**src/rtl/bmac_sign_packer.sv**
```systemverilog
`default_nettype none
// ============================================================================
//  Module      : bmac_sign_packer
//  Description : Binarizes a stream of signed accumulator results against a
//                per-element threshold (1 = +1, 0 = -1). The resulting sign
//                bits are packed LSB-first into PACK_W-bit words for the next
//                layer's XNOR/popcount datapath. This is the encoder-side
//                inverse of the popcount-to-bipolar-sum lookup table.
//  Revision    : 1.0 - initial release
// ----------------------------------------------------------------------------
//  Ports
//    clk        in   1       clock
//    rst        in   1       synchronous active-high reset
//    thresh     in   DATA_W  signed threshold, sampled on each accepted element
//    in_valid   in   1       input element valid
//    in_ready   out  1       block can accept an element
//    in_data    in   DATA_W  signed accumulator value
//    in_last    in   1       element ends the vector; flushes a partial word
//    out_valid  out  1       packed word valid
//    out_ready  in   1       downstream accepts the word
//    out_data   out  PACK_W  packed sign bits, bit i = i-th element of the word
//    out_mask   out  PACK_W  1 for every bit position filled by a real element
//    out_last   out  1       word ends a vector
// ============================================================================
module bmac_sign_packer #(
    parameter int DATA_W  = 16,
    parameter int PACK_W  = 8,
    parameter bit PAD_VAL = 1'b0
) (
    input  logic              clk,
    input  logic              rst,
    input  logic [DATA_W-1:0] thresh,
    input  logic              in_valid,
    output logic              in_ready,
    input  logic [DATA_W-1:0] in_data,
    input  logic              in_last,
    output logic              out_valid,
    input  logic              out_ready,
    output logic [PACK_W-1:0] out_data,
    output logic [PACK_W-1:0] out_mask,
    output logic              out_last
);

    // Bit-position counter width; a one-bit word still needs a 1-bit counter.
    localparam int c_idx_w = (PACK_W > 1) ? $clog2(PACK_W) : 1;

    localparam logic [c_idx_w-1:0] c_last_idx = c_idx_w'(PACK_W - 1);
    localparam logic [c_idx_w-1:0] c_idx_zero = '0;
    localparam logic [c_idx_w-1:0] c_idx_one  = c_idx_w'(1);
    localparam logic [PACK_W-1:0]  c_pad_word = {PACK_W{PAD_VAL}};

    // ------------------------------------------------------------------------
    // Internal state
    // ------------------------------------------------------------------------
    logic [PACK_W-1:0]  r_pack;       // sign bits collected so far
    logic [c_idx_w-1:0] r_idx;        // position of the next element
    logic               r_out_valid;
    logic [PACK_W-1:0]  r_out_data;
    logic [PACK_W-1:0]  r_out_mask;
    logic               r_out_last;

    // ------------------------------------------------------------------------
    // Handshake and binarization
    // ------------------------------------------------------------------------
    logic               w_in_ready;
    logic               w_accept;
    logic               w_xfer;
    logic               w_bit;
    logic               w_complete;
    logic [PACK_W-1:0]  w_word_next;
    logic [PACK_W-1:0]  w_mask_next;

    // The output register is the only storage for finished words, so a new
    // element may enter only when that register is empty or draining now.
    assign w_in_ready = ~r_out_valid | out_ready;
    assign w_accept   = in_valid & w_in_ready;
    assign w_xfer     = r_out_valid & out_ready;

    // Full-width two's-complement compare; ties count as +1.
    assign w_bit      = ($signed(in_data) >= $signed(thresh));

    // A word closes on the last bit position or when the vector ends early.
    assign w_complete = w_accept & ((r_idx == c_last_idx) | in_last);

    // ------------------------------------------------------------------------
    // Word assembly: positions below the current index come from the packing
    // register, the current position takes the incoming bit, and everything
    // above it is padding. The mask marks positions 0..idx as real elements.
    // ------------------------------------------------------------------------
    for (genvar gi = 0; gi < PACK_W; gi++) begin : g_word
        localparam logic [c_idx_w-1:0] c_pos = c_idx_w'(gi);

        assign w_mask_next[gi] = (c_pos <= r_idx);
        assign w_word_next[gi] = (c_pos == r_idx) ? w_bit      :
                                 (c_pos <  r_idx) ? r_pack[gi] :
                                                    PAD_VAL;
    end

    // ------------------------------------------------------------------------
    // Packing register and output register
    // ------------------------------------------------------------------------
    always_ff @(posedge clk) begin
        if (rst) begin
            // Any partial word and any pending output word are discarded.
            r_pack      <= c_pad_word;
            r_idx       <= c_idx_zero;
            r_out_valid <= 1'b0;
            r_out_data  <= '0;
            r_out_mask  <= '0;
            r_out_last  <= 1'b0;
        end else begin
            if (w_complete) begin
                // Loading while the previous word transfers keeps out_valid
                // high, giving one element per cycle with no bubble.
                r_out_data  <= w_word_next;
                r_out_mask  <= w_mask_next;
                r_out_last  <= in_last;
                r_out_valid <= 1'b1;
                r_idx       <= c_idx_zero;
                r_pack      <= c_pad_word;
            end else begin
                if (w_accept) begin
                    r_pack[r_idx] <= w_bit;
                    r_idx         <= r_idx + c_idx_one;
                end
                if (w_xfer) begin
                    r_out_valid <= 1'b0;
                end
            end
        end
    end

    assign in_ready  = w_in_ready;
    assign out_valid = r_out_valid;
    assign out_data  = r_out_data;
    assign out_mask  = r_out_mask;
    assign out_last  = r_out_last;

endmodule
`default_nettype wire

```
**config.mk**
```make
export PLATFORM = sky130hd
export DESIGN_NAME = bmac_sign_packer
export DESIGN_NICKNAME = d
export VERILOG_FILES = /design/src/rtl/bmac_sign_packer.sv
export SDC_FILE = /design/constraint.sdc
export NUM_CORES = 1
export LEC_CHECK = 0
export ABC_AREA = 0
export CAP_MARGIN = 20
export CORE_MARGIN = 2
export CORE_UTILIZATION = 40
export CTS_CLUSTER_DIAMETER = 40
export DETAILED_ROUTE_END_ITERATION = 6
export HOLD_SLACK_MARGIN = 0.15
export MAX_ROUTING_LAYER = met4
export PLACE_DENSITY = 0.74
export SYNTH_ARGS = -nofsm -noshare
export SYNTH_HDL_FRONTEND = slang
export SYNTH_SLANG_ARGS = --single-unit
```
**constraint.sdc**
```tcl
create_clock -name clk -period 1.7 [get_ports clk]
set_input_delay 0.17 -clock clk [delete_from_list [all_inputs] [get_ports clk]]
set_output_delay 0.17 -clock clk [all_outputs]
set_load 0.005 [all_outputs]
```
==> results of run 1 <==
[what timing repair did]
| item | 4_1_cts | 5_1_grt |
|---|---|---|
| buffers inserted | 3 | 4 |
| pin swaps | 34 | 23 |
| setup endpoints to repair | 15 | 16 |
| gates cloned | 1 | 0 |
| resized for setup | 90 | 66 |
[power breakdown]
part           switching (mW)  total, mW  leakage, nW  internal (mW)
registers              0.0131      0.692        0.228          0.679
clock network           0.203      0.363       0.0216          0.160
logic                   0.272      0.560        0.915          0.288
[state kept, by name, indices dropped and copies added, names as in the netlist]
signal     count
out_data       8
out_valid      1
out_mask       8
r_idx          3
out_last       1
r_pack         7
[critical path: cells and delay by family]
| family | cells | cell delay, ns |
|---|---|---|
| buffers and inverters | 5 | 0.64 |
| and+or+nand+nor | 4 | 0.53 |
| AOI/OAI and AO/OA | 2 | 0.26 |
| adders and majority gates | 1 | 0.21 |
[kinds of logic (layout without fill, tap and decap cells)]
| family | after synthesis | after routing | synth area share [%] |
|---|---|---|---|
| simple gates | 74 | 74 | 21.9 |
| fa+ha+maj | 20 | 20 | 14.5 |
| compound gates | 57 | 57 | 23.5 |
| buf+inv | 32 | 109 | 7.49 |
| flops | 28 | 28 | 32.6 |
[routing by layer]
metal | track usage (%) | vias up | part of all wire (%) | wire, microns
met1 | 26.6 | 854 | 43 | 2280
met5 | - | - | 0 | 0
met4 | 3.70 | 0 | 0.96 | 51
met2 | 39.6 | 43 | 52 | 2780
met3 | 3.92 | 7 | 3.9 | 210
li1 | - | 902 | - | -
[cell type report]
class | count | area [sq um]
clock buffer | 3 | 41.3
fill | 296 | 1190
inverter | 22 | 85.1
multi-input combinational | 151 | 1380
sequential | 28 | 561
tap | 50 | 62.6
timing repair buffer | 84 | 743
[placed cells by master, fill, tap and decap left out, types with 7 or more instances in the layout]
cell | Yosys | layout
a21oi_1 | 19 | 16
buf_4 | 0 | 21
buf_6 | 1 | 12
clkbuf_2 | 0 | 16
clkdlybuf4s50_1 | 0 | 23
dfxtp_1 | 28 | 28
ha_4 | 0 | 14
inv_1 | 21 | 7
inv_2 | 1 | 14
nand2_1 | 26 | 23
nand3_1 | 15 | 14
nor2_1 | 16 | 16
[worst min-delay path by stage]
stage                              from                  endpoint  slack (ns)  cells past startpoint
3_3_place_gp   out_mask[4]$_SDFFE_PP0P_  out_mask[4]$_SDFFE_PP0P_        0.44                      2
2_1_floorplan                   in_last     out_last$_SDFFE_PP0P_        0.33                      2
4_1_cts        out_mask[4]$_SDFFE_PP0P_  out_mask[4]$_SDFFE_PP0P_        0.46                      2
3_5_place_dp   out_mask[4]$_SDFFE_PP0P_  out_mask[4]$_SDFFE_PP0P_        0.44                      2
6_report       out_mask[4]$_SDFFE_PP0P_  out_mask[4]$_SDFFE_PP0P_        0.45                      2
5_1_grt        out_mask[6]$_SDFFE_PP0P_  out_mask[6]$_SDFFE_PP0P_        0.49                      2
==> reports/metrics.cfg, run 1 <==
[synthesis]
syn_inst=211
synth_commonest_cells=dfxtp_1 (28), nand2_1 (26), inv_1 (21)
syn_area_per_cell_sq_um=8.16
synthFlopType=dfxtp_1
synth_area_sq_um=1720
yosys_warnings=0
synth-edff-count=0
synthesis.nets=268
yosysTopAreaCellShare_pct=32.6
ys_seq_elements=28
ys_seq_area_share_pct=32.6
yosysMostFrequentCell=dfxtp_1
synth_cell_types=39
synth.area.top_cells=dfxtp_1 (33%), ha_1 (15%), nand2_1 (5.7%)
synthArstFlopShare_pct=0
yosys.area.top_type=dfxtp_1

[placed_design]
dp_hpwl_mm=3.47
postPlaceCellArea_sq_um=2480
dpl.cell_count=327
gp_congestion=0.856
port_buffers=55
place_ws_ns=-0.659

[final_layout]
finalNonFillerCells=338
synthToLayoutAreaGrowth_pct=66.6
drive_above_1_share_pct=40.3
nNetsFinal=347
n_antenna_cell=0
final_cell_area_sq_um=2870
utilization_pct=70.7

[power_and_ir_drop]
p_leak_nw=1.16
p_total_mw=1.62
irDropWorstVdd_v=0.000565
p_per_area_nw_per_um2=563

[detailed_routing]
drc=0
via_per_inst=5.34
ant_nets=0
wl_mm=5.32
num_vias=1806
wl_per_cell_microns=15.7
first_iter_violations=109
firstDrtPassIters=4

[critical_path]
worstSetupStartpointType=input port
worstSetupEndpoint=out_data[0]$_SDFFE_PP0P_
critical_path_class=input port to flip-flop
crit_arrival_ns=1.82
crit_slowest_cell=ha_4
end_kind=flip-flop
crit_chain=buf_6 -> inv_2 -> ha_4 -> nand4_4 -> buf_6 -> nor3_2 -> nor3_2 -> nand4_1 -> buf_4 -> o21ai_4 -> clkbuf_16 -> a31oi_1
critPathMaxStageDelay_ns=0.21
worst_ep_required_time_ns=1.87
path_max_fanout=5
reg2reg_slack_ns=0.11
regToRegEndpoint=out_data[0]$_SDFFE_PP0P_
r2r_cells=7
worstSetupStartpoint=thresh[12]
rr_startpoint=r_idx[0]$_SDFFE_PP0P_

[timing]
skew_ns=0.00305
slew_violations=0
timing.final.ws_setup_ns=0.0451
period_minus_slack_ns=1.65
tns_ns=0
finalHoldViolCount=0
whs_ns=0.454
setup_violations=0
fin_crit_sh_pct=97.3
relSlewSlack_pct=69.5
fmax_ghz=0.604
worst_slew_pin_slew_ns=0.456

[clocking]
clock-root-buffer=clkbuf_8
clk_pin_slew_ns=0.09
cts_tree=done
hold_buffers=0
cts_buffers=3
clock-sinks=28
worstSkewPairLatency_ns=0.28
h-tree-depth=1
cts_max_path_buffers=2

[global_route]
grtUsageTotal_pct=22.3
grt_overflow=0
grt_max_degree=16
grt_pass1_wl_mm=8.63
grt_pass1_vias=1862
antenna_found_initial=0

[outcome]
status=completed

[flow_run]
maxCapViolCount=0

[floorplan]
io_pins=56
initial_utilization_pct=42.4
die_w_microns=69.6
fp-row-count=23
die-area_sq_um=4840
fp.coreArea_sq_um=4060
die_h_microns=69.6

[worst_hold_path]
hold_class=flip-flop to flip-flop

Power figures use the tool's default switching activity.
==> run 2: changes to the inputs <==
--- a/config.mk
+++ b/config.mk
@@ -7,7 +7,7 @@
 export LEC_CHECK = 0
 export ABC_AREA = 0
 export CAP_MARGIN = 20
-export CORE_MARGIN = 2
+export CORE_MARGIN = 1.5
 export CORE_UTILIZATION = 40
 export CTS_CLUSTER_DIAMETER = 40
 export DETAILED_ROUTE_END_ITERATION = 6
==> run 2 against run 1 <==
  * Utilization shrank 1.0 points
  * Sequential cell count stayed put
  * Cell area fell by 1.5%
  * Critical path type is now flip-flop to flip-flop
  * Largest cell class unchanged
==> reports/metrics.cfg, run 2 (synthesis results as in run 1) <==
[timing]
fmax_ghz=0.614  ; was 0.604 GHz
rsz0062_at_grt=yes
tns_ns=0  ; unchanged
skew_ns=0.00529  ; was 0.00305 ns
fin_crit_sh_pct=95.8  ; was 97.3%
period_minus_slack_ns=1.63  ; was 1.65 ns
relSlewSlack_pct=73.0  ; was 69.5%
timing.final.ws_setup_ns=0.0717  ; was 0.0451 ns
finalHoldViolCount=0  ; unchanged
slew_violations=0  ; unchanged
worst_slew_pin_slew_ns=0.403  ; was 0.456 ns
setup_violations=0  ; unchanged

[detailed_routing]
drc=0  ; unchanged
firstDrtPassIters=4  ; unchanged
wl_mm=5.01  ; was 5.32 mm
wl_per_cell_microns=14.9  ; was 15.7 microns
first_iter_violations=131  ; was 109
num_vias=1832  ; was 1,806
via_per_inst=5.44  ; was 5.34
ant_nets=0  ; unchanged

[power_and_ir_drop]
p_per_area_nw_per_um2=582  ; was 563 nW/um^2
p_leak_nw=1.16  ; about the same
p_total_mw=1.65  ; was 1.62 mW
irDropWorstVdd_v=0.000576  ; was 0.000565 V

[critical_path]
worstSetupEndpoint=r_pack[0]$_SDFFE_PP0P_  ; was out_data[0]$_SDFFE_PP0P_
crit_chain=ha_1 -> ha_1 -> o21ai_2 -> nand2_1 -> buf_4 -> o31ai_4  ; was buf_6 -> inv_2 -> ha_4 -> nand4_4 -> buf_6 -> nor3_2 -> nor3_2 -> nand4_1 -> buf_4 -> o21ai_4 -> clkbuf_16 -> a31oi_1
worst_ep_required_time_ns=1.90  ; was 1.87 ns
worstSetupStartpoint=r_idx[0]$_SDFFE_PP0P_  ; was thresh[12]
rr_startpoint=r_idx[0]$_SDFFE_PP0P_  ; unchanged
end_kind=flip-flop  ; unchanged
worstSetupStartpointType=flip-flop  ; was input port
path_max_fanout=5  ; unchanged
reg2reg_slack_ns=0.07  ; was 0.11 ns
critical_path_class=flip-flop to flip-flop  ; was input port to flip-flop
regToRegEndpoint=r_pack[0]$_SDFFE_PP0P_  ; was out_data[0]$_SDFFE_PP0P_
crit_arrival_ns=1.83  ; was 1.82 ns
cp_common_cell=ha_1
r2r_cells=6  ; was 7
crit_slowest_cell=dfxtp_1  ; was ha_4
critPathMaxStageDelay_ns=0.32  ; was 0.21 ns

[final_layout]
n_antenna_cell=0  ; unchanged
final_cell_mix=dfxtp_1 (28), nand2_1 (23), clkdlybuf4s50_1 (23), buf_4 (23)  ; was dfxtp_1 (28), nand2_1 (23), clkdlybuf4s50_1 (23)
finalNonFillerCells=337  ; was 338
synthToLayoutAreaGrowth_pct=64.2  ; was 66.6%
utilization_pct=69.7  ; was 70.7%
nNetsFinal=345  ; was 347
drive_above_1_share_pct=38.7  ; was 40.3%
num-fill-cells=324  ; was 296
final_common_cell=dfxtp_1  ; unchanged

[global_route]
antenna_found_initial=0  ; unchanged
grtUsageTotal_pct=23.8  ; was 22.3%
grt_overflow=0  ; unchanged
grt_pass1_wl_mm=8.27  ; was 8.63 mm
grt_max_degree=16  ; unchanged
grt_pass1_vias=1778  ; was 1,862

[clocking]
clk_pin_slew_ns=0.09  ; about the same
clock-root-buffer=clkbuf_8  ; unchanged
clock-sinks=28  ; unchanged
cts_max_path_buffers=2  ; unchanged
cts_tree=done  ; unchanged
h-tree-depth=1  ; unchanged
cts_buffers=3  ; unchanged
worstSkewPairLatency_ns=0.28  ; about the same

[outcome]
status=completed  ; unchanged

[placed_design]
dp_hpwl_mm=3.37  ; was 3.47 mm
dpl.cell_count=328  ; was 327
gp_congestion=0.832  ; was 0.856
place_ws_ns=-0.623  ; was -0.659 ns
port_buffers=55  ; unchanged

[floorplan]
die_h_microns=68.6  ; was 69.6 microns
die_w_microns=68.6  ; was 69.6 microns
io_pins=56  ; unchanged
fp.coreArea_sq_um=4060  ; unchanged
die-area_sq_um=4710  ; was 4840 sq um
initial_utilization_pct=42.4  ; unchanged
fp-row-count=23  ; unchanged

[worst_hold_path]
hold_class=flip-flop to flip-flop  ; unchanged

[flow_run]
maxCapViolCount=0  ; unchanged

==> run 2: per-layer routing <==
layer | wire length (microns) | up-vias | part of all wire [%] | global-route usage, %
li1 | - | 906 | - | -
met1 | 2190 | 848 | 44 | 30.5
met2 | 2450 | 68 | 49 | 38.7
met3 | 281 | 10 | 5.6 | 3.25
met4 | 85 | 0 | 1.7 | 7.75
met5 | 0 | - | 0 | -
==> run 2: metrics by stage <==
stage,hold slack [ns],area (sq um)
after floorplan,0.329,1750
after global placement,0.443,2490
after detailed placement,0.447,2490
after CTS,0.461,2770
after global routing,0.483,2830
final,0.456,2830
==> run 2: what timing repair did <==
item	CTS	global route
pin swaps	31	15
resized for setup	121	28
setup endpoints to repair	15	15
endpoints found under the hold margin	0	0
buffers inserted	5	0
gates cloned	1	0
hold buffers	0	0
==> run 2: area by class of cell <==
cell class                 count  area (sq um)  share of cell area [%]
sequential                    28           561                    19.8
inverter                      22          82.6                    2.92
multi-input combinational    151          1330                    47.1
clock buffer                   4          55.1                    1.95
timing repair buffer          82           734                    26.0
tap                           50          62.6                    2.21
==> run 2: where the power goes <==
| part | total (mW) | internal [mW] | leakage [nW] | switching [mW] |
|---|---|---|---|---|
| combinational | 0.536 | 0.279 | 0.899 | 0.257 |
| clock | 0.417 | 0.208 | 0.0288 | 0.209 |
| sequential | 0.692 | 0.679 | 0.228 | 0.0126 |
==> run 2: worst min-delay path by stage <==
stage                             start                       end  slack (ns)  depth (start not counted)
2_1_floorplan                   in_last     out_last$_SDFFE_PP0P_        0.33                          2
3_3_place_gp   out_mask[4]$_SDFFE_PP0P_  out_mask[4]$_SDFFE_PP0P_        0.44                          2
3_5_place_dp   out_mask[4]$_SDFFE_PP0P_  out_mask[4]$_SDFFE_PP0P_        0.45                          2
4_1_cts        out_mask[4]$_SDFFE_PP0P_  out_mask[4]$_SDFFE_PP0P_        0.46                          2
5_1_grt        out_mask[4]$_SDFFE_PP0P_  out_mask[4]$_SDFFE_PP0P_        0.48                          2
6_report       out_mask[4]$_SDFFE_PP0P_  out_mask[4]$_SDFFE_PP0P_        0.46                          2
==> run 2: worst max-delay path: cells and delay by family, from the launching register on <==
| kind | cells | cell delay [ns] |
|---|---|---|
| DFF | 1 | 0.32 |
| AOI/OAI and AO/OA | 2 | 0.51 |
| buffers and inverters | 1 | 0.17 |
| adders and majority gates | 2 | 0.42 |
| and+or+nand+nor | 1 | 0.11 |
==> run 3: changes to the inputs <==
--- a/config.mk
+++ b/config.mk
@@ -12,7 +12,6 @@
 export CTS_CLUSTER_DIAMETER = 40
 export DETAILED_ROUTE_END_ITERATION = 6
 export HOLD_SLACK_MARGIN = 0.15
-export MAX_ROUTING_LAYER = met4
 export PLACE_DENSITY = 0.74
 export SYNTH_ARGS = -nofsm -noshare
 export SYNTH_HDL_FRONTEND = slang
==> run 3 against run 2 <==
  * Combinational power hardly changed
  * Utilization decreased by 0.19 points
  * Sequential power about the same
  * Worst setup slack lost 0.027 ns
  * Clock power barely moved
  * Critical path depth is 1 higher
  * Critical endpoint unchanged
  * Largest cell class unchanged
==> reports/metrics.cfg, run 3 (synthesis results as in run 1) <==
[outcome]
status=completed  ; unchanged

[clocking]
cts_max_path_buffers=2  ; unchanged
cts_tree=done  ; unchanged
worstSkewPairLatency_ns=0.28  ; about the same
clock-root-buffer=clkbuf_8  ; unchanged
hold_buffers=0  ; unchanged
clk_pin_slew_ns=0.09  ; about the same
h-tree-depth=1  ; unchanged
clock-sinks=28  ; unchanged
cts_buffers=3  ; unchanged

[power_and_ir_drop]
p_per_area_nw_per_um2=583  ; was 582 nW/um^2
p_leak_nw=1.15  ; was 1.16 nW
p_total_mw=1.64  ; was 1.65 mW
irDropWorstVdd_v=0.000574  ; was 0.000576 V

[timing]
fin_crit_sh_pct=97.4  ; was 95.8%
rsz0062_at_grt=yes  ; unchanged
relSlewSlack_pct=72.0  ; was 73.0%
timing.final.ws_setup_ns=0.0450  ; was 0.0717 ns
worst_slew_pin_slew_ns=0.419  ; was 0.403 ns
slew_violations=0  ; unchanged
fmax_ghz=0.604  ; was 0.614 GHz
skew_ns=0.00329  ; was 0.00529 ns
finalHoldViolCount=0  ; unchanged
period_minus_slack_ns=1.66  ; was 1.63 ns
setup_violations=0  ; unchanged

[final_layout]
drive_above_1_share_pct=38.3  ; was 38.7%
synthToLayoutAreaGrowth_pct=63.7  ; was 64.2%
nNetsFinal=345  ; unchanged
n_antenna_cell=0  ; unchanged
num-fill-cells=329  ; was 324
final_cell_mix=dfxtp_1 (28), nand2_1 (23), clkdlybuf4s50_1 (23), buf_4 (23), a21oi_1 (16)  ; was dfxtp_1 (28), nand2_1 (23), clkdlybuf4s50_1 (23), buf_4 (23)
final_common_cell=dfxtp_1  ; unchanged

[global_route]
grt_max_degree=16  ; unchanged
grt_overflow=0  ; unchanged
grtUsageTotal_pct=23.2  ; was 23.8%
antenna_found_initial=0  ; unchanged
grt_pass1_vias=1775  ; was 1,778
grt_pass1_wl_mm=8.32  ; was 8.27 mm

[worst_hold_path]
hold_class=flip-flop to flip-flop  ; unchanged

[critical_path]
path_max_fanout=8  ; was 5
crit_arrival_ns=1.85  ; was 1.83 ns
end_kind=flip-flop  ; unchanged
worstSetupStartpointType=flip-flop  ; unchanged
worst_ep_required_time_ns=1.90  ; about the same
critical_path_class=flip-flop to flip-flop  ; unchanged
reg2reg_slack_ns=0.04  ; was 0.07 ns

[detailed_routing]
wl_per_cell_microns=14.9  ; about the same
ant_nets=0  ; unchanged
drc=0  ; unchanged
via_per_inst=5.41  ; was 5.44
num_vias=1824  ; was 1,832
first_iter_violations=106  ; was 131
wl_mm=5.02  ; was 5.01 mm
firstDrtPassIters=5  ; was 4

[placed_design]
place_ws_ns=-0.623  ; unchanged
gp_congestion=0.820  ; was 0.832
port_buffers=55  ; unchanged
dp_hpwl_mm=3.37  ; unchanged

[floorplan]
fp.coreArea_sq_um=4060  ; unchanged
fp-row-count=23  ; unchanged
die-area_sq_um=4710  ; unchanged
initial_utilization_pct=42.4  ; unchanged
die_w_microns=68.6  ; unchanged
io_pins=56  ; unchanged
die_h_microns=68.6  ; unchanged

[flow_run]
maxCapViolCount=0  ; unchanged

-- run 3: cell types whose count changed in the layout (fill, tap and decap cells not counted) --
cell,before,now
nand3_1,13,14
nand3_2,1,0
nor2_1,16,15
nor2_2,0,1
o31ai_1,0,1
o31ai_2,7,6
-- run 3: cell type report --
class                           instances  area [sq um]  share of cell area, %
Clock buffer                            4          55.1                   1.95
Inverter                               22          82.6                   2.93
Multi-Input combinational cell        151          1320                   47.0
Sequential cell                        28           561                   19.9
Tap cell                               50          62.6                   2.22
Timing Repair Buffer                   82           734                   26.1
-- run 3: final timing paths --
check	start	endpoint	depth (start not counted)
worst min-delay path	out_mask[4]$_SDFFE_PP0P_	out_mask[4]$_SDFFE_PP0P_	2
worst max-delay path	r_idx[0]$_SDFFE_PP0P_	r_pack[0]$_SDFFE_PP0P_	7
worst max register to register	r_idx[0]$_SDFFE_PP0P_	r_pack[0]$_SDFFE_PP0P_	7
worst min register to register	out_mask[4]$_SDFFE_PP0P_	out_mask[4]$_SDFFE_PP0P_	2
-- run 3: power by group --
part	total (mW)	internal [mW]	switching, mW
Clock	0.416	0.208	0.208
Sequential	0.692	0.679	0.0124
Combinational	0.537	0.279	0.258
-- run 3: through the flow --
stage / instances / cell area, sq um / hold slack [ns] / util [%] / setup TNS (ns)
after global routing: 337 / 2820 / 0.483 / 69.5 / -0.00561
after detailed placement: 328 / 2490 / 0.447 / 61.4 / -8.46
after floorplan: 211 / 1750 / 0.329 / - / 0
after global placement: 328 / 2490 / 0.443 / 61.4 / -8.46
after CTS: 338 / 2770 / 0.461 / 68.2 / 0
final: 337 / 2820 / 0.456 / 69.5 / 0
-- run 3: metal layers --
layer	vias to the layer above	track usage (%)	routed length (microns)
met5	-	0	0
met4	0	6.50	59
met3	8	3.25	368
met2	81	39.2	2460
met1	833	30.8	2130
li1	902	-	-
-- run 3: what timing repair did --
item,in CTS,in global routing
endpoints found under the setup margin,15,15
cloned,1,0
buffers inserted,5,0
gates resized for setup,121,27
pin swaps,31,15
-- run 3: worst max-delay path: stages, from the launching register on --
cell and delay, ns:
dfxtp_1 0.32, ha_1 0.19, ha_1 0.24, o211a_4 0.28, nor2_2 0.11, buf_4 0.18
nand3_1 0.15, o31ai_4 0.10
